$ cat src/rtl/multicycle_control_pkg.sv
// Shared types and constants for the multicycle MIPS control unit.
package multicycle_control_pkg;

    typedef enum logic [3:0] {
        FETCH   = 4'd0,
        DECODE  = 4'd1,
        MEMADR  = 4'd2,
        MEMRD   = 4'd3,
        MEMWB   = 4'd4,
        MEMWR   = 4'd5,
        RTYPEEX = 4'd6,
        RTYPEWB = 4'd7,
        BREX    = 4'd8,
        ADDIEX  = 4'd9,
        ADDIWB  = 4'd10,
        JEX     = 4'd11
    } state_t;

    localparam logic [5:0] OP_RTYPE = 6'b000000;
    localparam logic [5:0] OP_LW    = 6'b100011;
    localparam logic [5:0] OP_SW    = 6'b101011;
    localparam logic [5:0] OP_BEQ   = 6'b000100;
    localparam logic [5:0] OP_BNE   = 6'b000101;
    localparam logic [5:0] OP_ADDI  = 6'b001000;
    localparam logic [5:0] OP_J     = 6'b000010;

    localparam logic [5:0] FN_ADD = 6'b100000;
    localparam logic [5:0] FN_SUB = 6'b100010;
    localparam logic [5:0] FN_AND = 6'b100100;
    localparam logic [5:0] FN_OR  = 6'b100101;
    localparam logic [5:0] FN_SLT = 6'b101010;

    localparam logic [3:0] ALU_AND = 4'b0000;
    localparam logic [3:0] ALU_OR  = 4'b0001;
    localparam logic [3:0] ALU_ADD = 4'b0010;
    localparam logic [3:0] ALU_SUB = 4'b0110;
    localparam logic [3:0] ALU_SLT = 4'b0111;

    localparam logic [1:0] ALUOP_ADD   = 2'b00;
    localparam logic [1:0] ALUOP_SUB   = 2'b01;
    localparam logic [1:0] ALUOP_FUNCT = 2'b10;

    // Per-state control word; ir_req/pc_write in FETCH still need mem_ready.
    typedef struct packed {
        logic       i_or_d;
        logic       ir_req;
        logic       mem_read;
        logic       mem_write;
        logic       reg_write;
        logic       reg_dst;
        logic       mem_to_reg;
        logic       alu_src_a;
        logic [1:0] alu_src_b;
        logic [1:0] pc_src;
        logic [1:0] alu_op;
        logic       pc_write;
        logic       branch;
    } ctrl_t;

    // Moore output table: the control word each state drives.
    function automatic ctrl_t state_ctrl(state_t s);
        ctrl_t c;
        c = '0;
        case (s)
            FETCH: begin
                c.mem_read  = 1'b1;
                c.ir_req    = 1'b1;
                c.pc_write  = 1'b1;
                c.alu_src_b = 2'b01;
            end
            DECODE:  c.alu_src_b = 2'b11;
            MEMADR: begin
                c.alu_src_a = 1'b1;
                c.alu_src_b = 2'b10;
            end
            MEMRD: begin
                c.i_or_d   = 1'b1;
                c.mem_read = 1'b1;
            end
            MEMWB: begin
                c.mem_to_reg = 1'b1;
                c.reg_write  = 1'b1;
            end
            MEMWR: begin
                c.i_or_d    = 1'b1;
                c.mem_write = 1'b1;
            end
            RTYPEEX: begin
                c.alu_src_a = 1'b1;
                c.alu_op    = ALUOP_FUNCT;
            end
            RTYPEWB: begin
                c.reg_dst   = 1'b1;
                c.reg_write = 1'b1;
            end
            BREX: begin
                c.alu_src_a = 1'b1;
                c.alu_op    = ALUOP_SUB;
                c.pc_src    = 2'b01;
                c.branch    = 1'b1;
            end
            ADDIEX: begin
                c.alu_src_a = 1'b1;
                c.alu_src_b = 2'b10;
            end
            ADDIWB:  c.reg_write = 1'b1;
            JEX: begin
                c.pc_src   = 2'b10;
                c.pc_write = 1'b1;
            end
            default: c = '0;
        endcase
        return c;
    endfunction

endpackage

$ cat src/rtl/multicycle_control_alu_op_decoder.sv
// Second-level ALU decode: ALUOp plus funct field to ALU control code.
module alu_op_decoder
    import multicycle_control_pkg::*;
(
    input  logic [1:0] alu_op,
    input  logic [5:0] funct,
    output logic [3:0] alu_control,
    output logic       funct_illegal
);

    // Unknown funct falls back to add and is flagged so the FSM can report it.
    always_comb begin
        alu_control   = ALU_ADD;
        funct_illegal = 1'b0;
        case (alu_op)
            ALUOP_SUB: alu_control = ALU_SUB;
            ALUOP_FUNCT: begin
                case (funct)
                    FN_ADD:  alu_control = ALU_ADD;
                    FN_SUB:  alu_control = ALU_SUB;
                    FN_AND:  alu_control = ALU_AND;
                    FN_OR:   alu_control = ALU_OR;
                    FN_SLT:  alu_control = ALU_SLT;
                    default: funct_illegal = 1'b1;
                endcase
            end
            default: alu_control = ALU_ADD;
        endcase
    end

endmodule

$ cat src/rtl/multicycle_control.sv
// Multicycle MIPS control FSM with mem_ready handshake and ALU decode.
module multicycle_control
    import multicycle_control_pkg::*;
#(
    parameter int ENABLE_BNE  = 1,
    parameter int ENABLE_JUMP = 1,
    parameter int MEM_WAIT    = 1
) (
    input  logic       clk,
    input  logic       reset,
    input  logic [5:0] opcode,
    input  logic [5:0] funct,
    input  logic       zero,
    input  logic       mem_ready,
    output logic       pc_en,
    output logic       i_or_d,
    output logic       ir_write,
    output logic       mem_read,
    output logic       mem_write,
    output logic       reg_write,
    output logic       reg_dst,
    output logic       mem_to_reg,
    output logic       alu_src_a,
    output logic [1:0] alu_src_b,
    output logic [1:0] pc_src,
    output logic [3:0] alu_control,
    output logic [3:0] state,
    output logic       illegal_op
);

    state_t state_q;
    state_t next_state;
    ctrl_t  ctrl_q;
    ctrl_t  ctrl_eff;
    logic   mem_ok;
    logic   decode_illegal;
    logic   funct_illegal;
    logic   beq_cond;
    logic   bne_cond;
    logic   pc_write_eff;

    assign mem_ok = (MEM_WAIT == 0) ? 1'b1 : mem_ready;

    // Next-state selection, including opcode decode and the memory wait holds.
    always_comb begin
        next_state     = state_q;
        decode_illegal = 1'b0;
        case (state_q)
            FETCH:   if (mem_ok) next_state = DECODE;
            DECODE: begin
                next_state = FETCH;
                case (opcode)
                    OP_LW, OP_SW: next_state = MEMADR;
                    OP_RTYPE:     next_state = RTYPEEX;
                    OP_BEQ:       next_state = BREX;
                    OP_BNE: begin
                        if (ENABLE_BNE != 0) next_state = BREX;
                        else                 decode_illegal = 1'b1;
                    end
                    OP_ADDI:      next_state = ADDIEX;
                    OP_J: begin
                        if (ENABLE_JUMP != 0) next_state = JEX;
                        else                  decode_illegal = 1'b1;
                    end
                    default:      decode_illegal = 1'b1;
                endcase
            end
            MEMADR:  next_state = (opcode == OP_LW) ? MEMRD : MEMWR;
            MEMRD:   if (mem_ok) next_state = MEMWB;
            MEMWB:   next_state = FETCH;
            MEMWR:   if (mem_ok) next_state = FETCH;
            RTYPEEX: next_state = RTYPEWB;
            RTYPEWB: next_state = FETCH;
            BREX:    next_state = FETCH;
            ADDIEX:  next_state = ADDIWB;
            ADDIWB:  next_state = FETCH;
            JEX:     next_state = FETCH;
            default: next_state = FETCH;
        endcase
    end

    // State register with the control word registered alongside it.
    always_ff @(posedge clk) begin
        if (reset) begin
            state_q <= FETCH;
            ctrl_q  <= state_ctrl(FETCH);
        end else begin
            state_q <= next_state;
            ctrl_q  <= state_ctrl(next_state);
        end
    end

    // Reset silences every strobe immediately, aborting any pending access.
    assign ctrl_eff = reset ? ctrl_t'('0) : ctrl_q;

    alu_op_decoder u_alu_op_decoder (
        .alu_op        (ctrl_eff.alu_op),
        .funct         (funct),
        .alu_control   (alu_control),
        .funct_illegal (funct_illegal)
    );

    assign beq_cond     = ctrl_eff.branch & (opcode == OP_BEQ);
    assign bne_cond     = ctrl_eff.branch & (opcode == OP_BNE);
    assign pc_write_eff = ctrl_eff.pc_write & (~ctrl_eff.ir_req | mem_ok);

    assign pc_en      = pc_write_eff | (beq_cond & zero) | (bne_cond & ~zero);
    assign ir_write   = ctrl_eff.ir_req & mem_ok;
    assign i_or_d     = ctrl_eff.i_or_d;
    assign mem_read   = ctrl_eff.mem_read;
    assign mem_write  = ctrl_eff.mem_write;
    assign reg_write  = ctrl_eff.reg_write;
    assign reg_dst    = ctrl_eff.reg_dst;
    assign mem_to_reg = ctrl_eff.mem_to_reg;
    assign alu_src_a  = ctrl_eff.alu_src_a;
    assign alu_src_b  = ctrl_eff.alu_src_b;
    assign pc_src     = ctrl_eff.pc_src;
    assign state      = state_q;
    assign illegal_op = ~reset & (decode_illegal | funct_illegal);

endmodule
$ cat config.mk
export PLATFORM = sky130hd
export DESIGN_NAME = multicycle_control
export DESIGN_NICKNAME = d
export VERILOG_FILES = /design/src/rtl/multicycle_control_pkg.sv /design/src/rtl/multicycle_control_alu_op_decoder.sv /design/src/rtl/multicycle_control.sv
export SDC_FILE = /design/constraint.sdc
export NUM_CORES = 1
export LEC_CHECK = 0
export CELL_PAD_IN_SITES_DETAIL_PLACEMENT = 1
export CELL_PAD_IN_SITES_GLOBAL_PLACEMENT = 1
export CORE_MARGIN = 1
export CORE_UTILIZATION = 32
export DETAILED_ROUTE_END_ITERATION = 6
export GPL_TIMING_DRIVEN = 0
export PLACE_DENSITY_LB_ADDON = 0.1
export SYNTH_ARGS = -nofsm -noshare
export SYNTH_HDL_FRONTEND = slang
export SYNTH_SLANG_ARGS = --single-unit
$ cat constraint.sdc
create_clock -name clk -period 2.4 [get_ports clk]
set_input_delay 0.36 -clock clk [delete_from_list [all_inputs] [get_ports clk]]
set_output_delay 0.36 -clock clk [all_outputs]
set_load 0.01 [all_outputs]
[Word-level counts from Yosys, hierarchy flattened]
Index checks and enable logic that the tools add are counted.
Cells by class
  add/subtract/negate cells: 0
  multiply operators: 0
  divide/modulo/power cells: 0
  order comparisons: 0
  equality and inequality tests: 30
  shifts and indexed selects: 0
  multiplexer cells: 26
  bitwise operators: 14
  reduce and logical (&&, ||, !) cells: 13
Operator list (number)
  $eq A6 B6 Y1 const B: 7
  $pmux W4 S7: 1
  $eq A4 B3 Y1 const B: 6
  $eq A4 B4 Y1 const B: 5
  $pmux W4 S5: 1
  $eq A4 B2 Y1 const B: 4
  $mux W16: 1
  $mux W1: 14
  $eq A6 B3 Y1 const B: 2
  $mux W4: 3
  $pmux W3 S4: 1
  $reduce_or A2 Y1: 6
  $eq A4 B1 Y1 const B: 2
  $logic_not A4 Y1: 2
  $pmux W2 S2: 2
  $pmux W4 S2: 1
  $and A1 B1 Y1: 7
  $reduce_or A7 Y1: 1
  $eq A6 B2 Y1 const B: 1
  $eq A6 B4 Y1 const B: 1
  $logic_not A6 Y1: 1
  $pmux W2 S3: 1
  $reduce_or A5 Y1: 1
  $or A1 B1 Y1: 4
  6 further kinds: 8
Storage, ports and cells
  flip-flop bits (word level): 20
  bits in latches: 0
  bits in writable memories: 0
  ROM bits: 0
  memories kept: 0

[Depth between registers and ports, before layout]
  word-level depth: 7
  depth in mapped cells: 8

[Cells and area by module]
Synthesis repeated with hierarchy kept, for this count alone.
Second synthesis, totals
  cells, all modules: 152
  area total of the unflattened synthesis: 1296.2 um^2
Modules (own cells, without submodules)
  multicycle_control: times used 1, cells each 130, area each 1136.1 um^2, sequential area each 360.3 um^2
  alu_op_decoder: times used 1, cells each 22, area each 160.2 um^2, sequential area each 0.0 um^2

[Worst setup path after synthesis]
Ideal clock, no wire load.
  path kind: register -> register
  start point: register state_q[0] (netlist: state[0])
  end point: register ctrl_q[1] (netlist bit)
  arrival: 1800 ps
  setup slack: 480 ps
  stages on the path, launching flop included: 8
  buffers on the path: 3
  period minus slack after synthesis: 1920 ps
  cell sequence: dfxtp_1 -> buf_2 -> or3b_1 -> buf_2 -> o311ai_2 -> buf_4 -> nor4_1 -> a211o_1
Between the ends
  longest elaborated chain between the ends: 5
  elaborated cells between the ends (all ways): 15
  those cells by class: eq/ne (7); mux (5); reduce/logical (3)
Ends and longest elaborated chain
  from (decl): line multicycle_control.sv:31  | state_t state_q;
  from (signal assigned): line multicycle_control.sv:88  | state_q <= next_state;
  $eq A4 B4 Y1, or another cell as far along: line multicycle_control.sv:48  | case (state_q)
  $pmux W4 S7 *: line multicycle_control.sv:48
  $eq A4 B4 Y1 or $logic_not A4 Y1 (tied branches): line multicycle_control_pkg.sv:64  | case (s)
  $reduce_or A2 Y1 (no line) *
  $mux W1 *: line multicycle_control_pkg.sv:64
  to (signal assigned): line multicycle_control.sv:86  | ctrl_q <= state_ctrl(FETCH);
  to (signal assigned): line multicycle_control.sv:89  | ctrl_q <= state_ctrl(next_state);
  to (decl): line multicycle_control.sv:33  | ctrl_t ctrl_q;
Every way passes the cells marked *; elsewhere a longest branch is shown, timed or not.
A chain may end at the register's enable or synchronous reset.

[Final worst setup path]
  start point: input port reset
  end point: output port mem_read
Between the ends
  longest elaborated chain between the ends: 1
Ends and longest elaborated chain
  from (decl): line multicycle_control.sv:10  | input logic reset,
  $mux W16: line multicycle_control.sv:94  | assign ctrl_eff = reset ? ctrl_t'('0) : ctrl_q;
  to (decl): line multicycle_control.sv:18  | output logic mem_read,
No other way between the ends.

==> metrics.txt <==
outcome finished, final reports clean; initial antenna violation count 0; CP top delay family buffers and inverters; RD Place Congestion 0.7513; clk slew on worst S/H paths 0.09 ns; Post-DRT Antenna Nets 0; synthesized instance count roughly 140; antenna cells 0; Layout area overhead 41.83%; top cells by area, synth dfxtp_1 (31%), nor2b_1 (7.1%), nor2_1 (4.6%); DP HPWL roughly 2500 µm; DIE HEIGHT just over 60 µm; #FFs+latches synth 18; flop2flop setup slack 0.27 ns; Final Cycle Share 0.9636; CTS H-Tree Depth 1; most common cell after layout, fill and taps aside clkdlybuf4s50_1; async set-reset flop share out of synthesis 0; pin count of the biggest net entering global routing 12; average size of a mapped cell 8.263 µm²; CP max-delay cell clkdlybuf4s50_1; hold path endpoint ctrl_q[11]; top_reg_cell synth dfxtp_1; HP Start mem_ready; CTS Root Cell clkbuf_4; Switching Fraction 0.2610; post-synth top area share 0.3137; Nets 199; CP bufs+invs 4; Port Buffer Count 35; Mapped Area 1149 µm²; GRT Total Usage 0.1790; synth unique cells 48; Mapped Nets 157; wire per inst about 14 µm; core area 3390 µm²; worst r2r src state[3]; internal power 0.4331 mW; worst skew pair latency 0.29 ns; number of vias per cell 5.053; final clock skew 0.009808 ns; crit path capture type output port; Vias between 1000 and 1500; DP Cell Count 220; sequential fraction of the synthesis area 0.3137; Max VDD drop 0.2707 mV; clock buffer depth 2; die area 3833 µm²; Clk pwr share 0.250; CP peak stage delay 0.55 ns; leakage power total roughly 0.66 nW; Die Width 61.91 µm; Worst Hold Class input pin to register; Reg2Reg Depth 7; Tightest Pin Transition slightly below 0.7 ns; Post-synth EDFFs 0; Detailed Route WL between 3000 and 4000 µm; router iterations before antenna repair 4; Sequential Power Share 0.525; clock tree sinks 18; min Tclk post-route 2.313 ns; first-pass GRT wire length 5037 µm; power per cell area 359.8 nW/µm²; Finished Layout Cells about 230; synth warn 0; total global routing overflow 0; unrepaired setup endpoints after global routing no; most frequent cells in the layout clkdlybuf4s50_1 (29), dfxtp_1 (17), nor2b_1 (13), nor2_1 (13), nand2_1 (8); kind of critical path input pin to output port; Max FO, Critical Path 10; Starting Density 0.3389; TritonCTS clock tree built; startpoint types input pin; Arr. time, crit path just under 2 ns; fmax 432.4 MHz; endpoints failing hold 0; most frequent CP cell clkdlybuf4s50_1; vias in the first global route between 1000 and 1500; Initial DRC Count 66; Slew HR 0.5434; Slew Limit Fails 0; Comb power frac 0.226; R2R Path End ctrl_q[1]; hold depth 5; final setup vio count 0; CP Depth 5; layout cells sized above 1 0.1508; Num CTS Buffers 3; Synth area leader dfxtp_1; Post-Layout Inst Area roughly 1600 µm²; CP cell instances clkdlybuf4s50_1 -> clkbuf_2 -> clkbuf_4 -> nor2b_1 -> clkdlybuf4s50_1; # IOs 38; FP Rows 21; drc violations 0; Sw Pwr 0.1530 mW; maxcap violations 0; Required @ worst endpoint 2.04 ns; placed instance area approximately 1600 µm²
[how the worst max path moves through the flow]
| stage | start | end | slack (ns) |
|---|---|---|---|
| 2_1_floorplan | state[0] | ctrl_q[1] | 0.48 |
| 3_3_place_gp | opcode[3] | illegal_op | -0.31 |
| 4_1_cts | state[0] | illegal_op | 0.003 |
| 5_1_grt | reset | reg_write | 0.01 |
| 3_5_place_dp | reset | illegal_op | -0.32 |
| 6_report | reset | mem_read | 0.09 |
[cell families (layout without fill, tap and decap cells)]
group	Yosys count	count (layout)	share of synthesized area
AOI/OAI and AO/OA	25	25	0.1699
adders and majority gates	2	2	0.02178
and+or+nand+nor	73	73	0.3835
other	1	1	0.003265
muxes	1	1	0.008715
xor gates and xnor gates	3	3	0.02288
buffers and inverters	16	56	0.07625
DFF	18	18	0.3137
[cells in the mapped netlist, drive strengths merged, types with 2 or more instances]
| cell type | n |
|---|---|
| a211o | 2 |
| a31oi | 2 |
| clkbuf | 2 |
| or3b | 2 |
| ha | 2 |
| and3 | 3 |
| nor4 | 3 |
| nand3 | 3 |
| dfxtp | 18 |
| nor2b | 13 |
| nor2 | 14 |
| nor4b | 3 |
| a211oi | 4 |
| buf | 8 |
| nor3b | 4 |
| or2 | 2 |
| nand2 | 8 |
| nor3 | 5 |
| nor4bb | 3 |
| a21oi | 4 |
| inv | 6 |
| xor2 | 2 |
| o21ai | 3 |
| and2 | 5 |
[metal layers]
layer / part of all wire / up-vias / wire length (µm) / global-route usage
met3: 0.050 / 2 / 159 / 0.04969
met1: 0.45 / 530 / 1415 / 0.2315
met2: 0.50 / 33 / 1568 / 0.3118
met5: 0 / - / 0 / 0
met4: 0.0019 / 0 / 6 / 0.009524
li1: - / 572 / - / -
[what timing repair did]
item / CTS / global route
hold buffers: 0 / 0
pin swaps: 0 / 0
buffers inserted: 2 / 0
gates resized for setup: 9 / 12
setup endpoints to repair: 8 / 6
[sequential cells by signal, indices dropped and copies added, names as in the netlist]
name / flops
ctrl_q: 14
state: 4
[power groups by stage]
stage | Combinational (mW) | Sequential (mW) | Clock (mW)
floorplan | 0.0657 | 0.314 | 0
detailed placement | 0.126 | 0.314 | 0
CTS | 0.131 | 0.307 | 0.150
global route | 0.145 | 0.308 | 0.166
global placement | 0.123 | 0.314 | 0
finish | 0.132 | 0.308 | 0.146
[area by class of cell]
class                           count  area (µm²)
Inverter                            6       22.52
Fill cell                         398        1760
Timing Repair Buffer               37       369.1
Buffer                             10       72.57
Multi-Input combinational cell    105       723.2
Sequential cell                    18       361.6
Tap cell                           46       57.56
Clock buffer                        3       22.52
[worst reg2reg max path, stage by stage, from the launching register on]
cell and delay [ns]:
dfxtp_1 0.37, buf_2 0.24, nor4bb_1 0.58, a211oi_1 0.13, o311ai_2 0.12, buf_4 0.23, nor4_1 0.08, a211o_1 0.28
[per-stage QoR]
| stage | setup WS [ns] | power [mW] | setup TNS (ns) | hold WS [ns] | util |
|---|---|---|---|---|---|
| 2_1_floorplan | 0.4804 | 0.3795 | 0 | 0.5331 | - |
| 3_3_place_gp | -0.3061 | 0.4369 | -1.365 | 0.7112 | 0.4592 |
| 3_5_place_dp | -0.3202 | 0.4404 | -1.883 | 0.7205 | 0.4592 |
| 4_1_cts | 0.002697 | 0.5882 | 0 | 0.5296 | 0.4729 |
| 5_1_grt | 0.01046 | 0.6192 | 0 | 0.5264 | 0.4806 |
| 6_report | 0.08740 | 0.5861 | 0 | 0.5262 | 0.4806 |
Power figures use the tool's default switching activity.
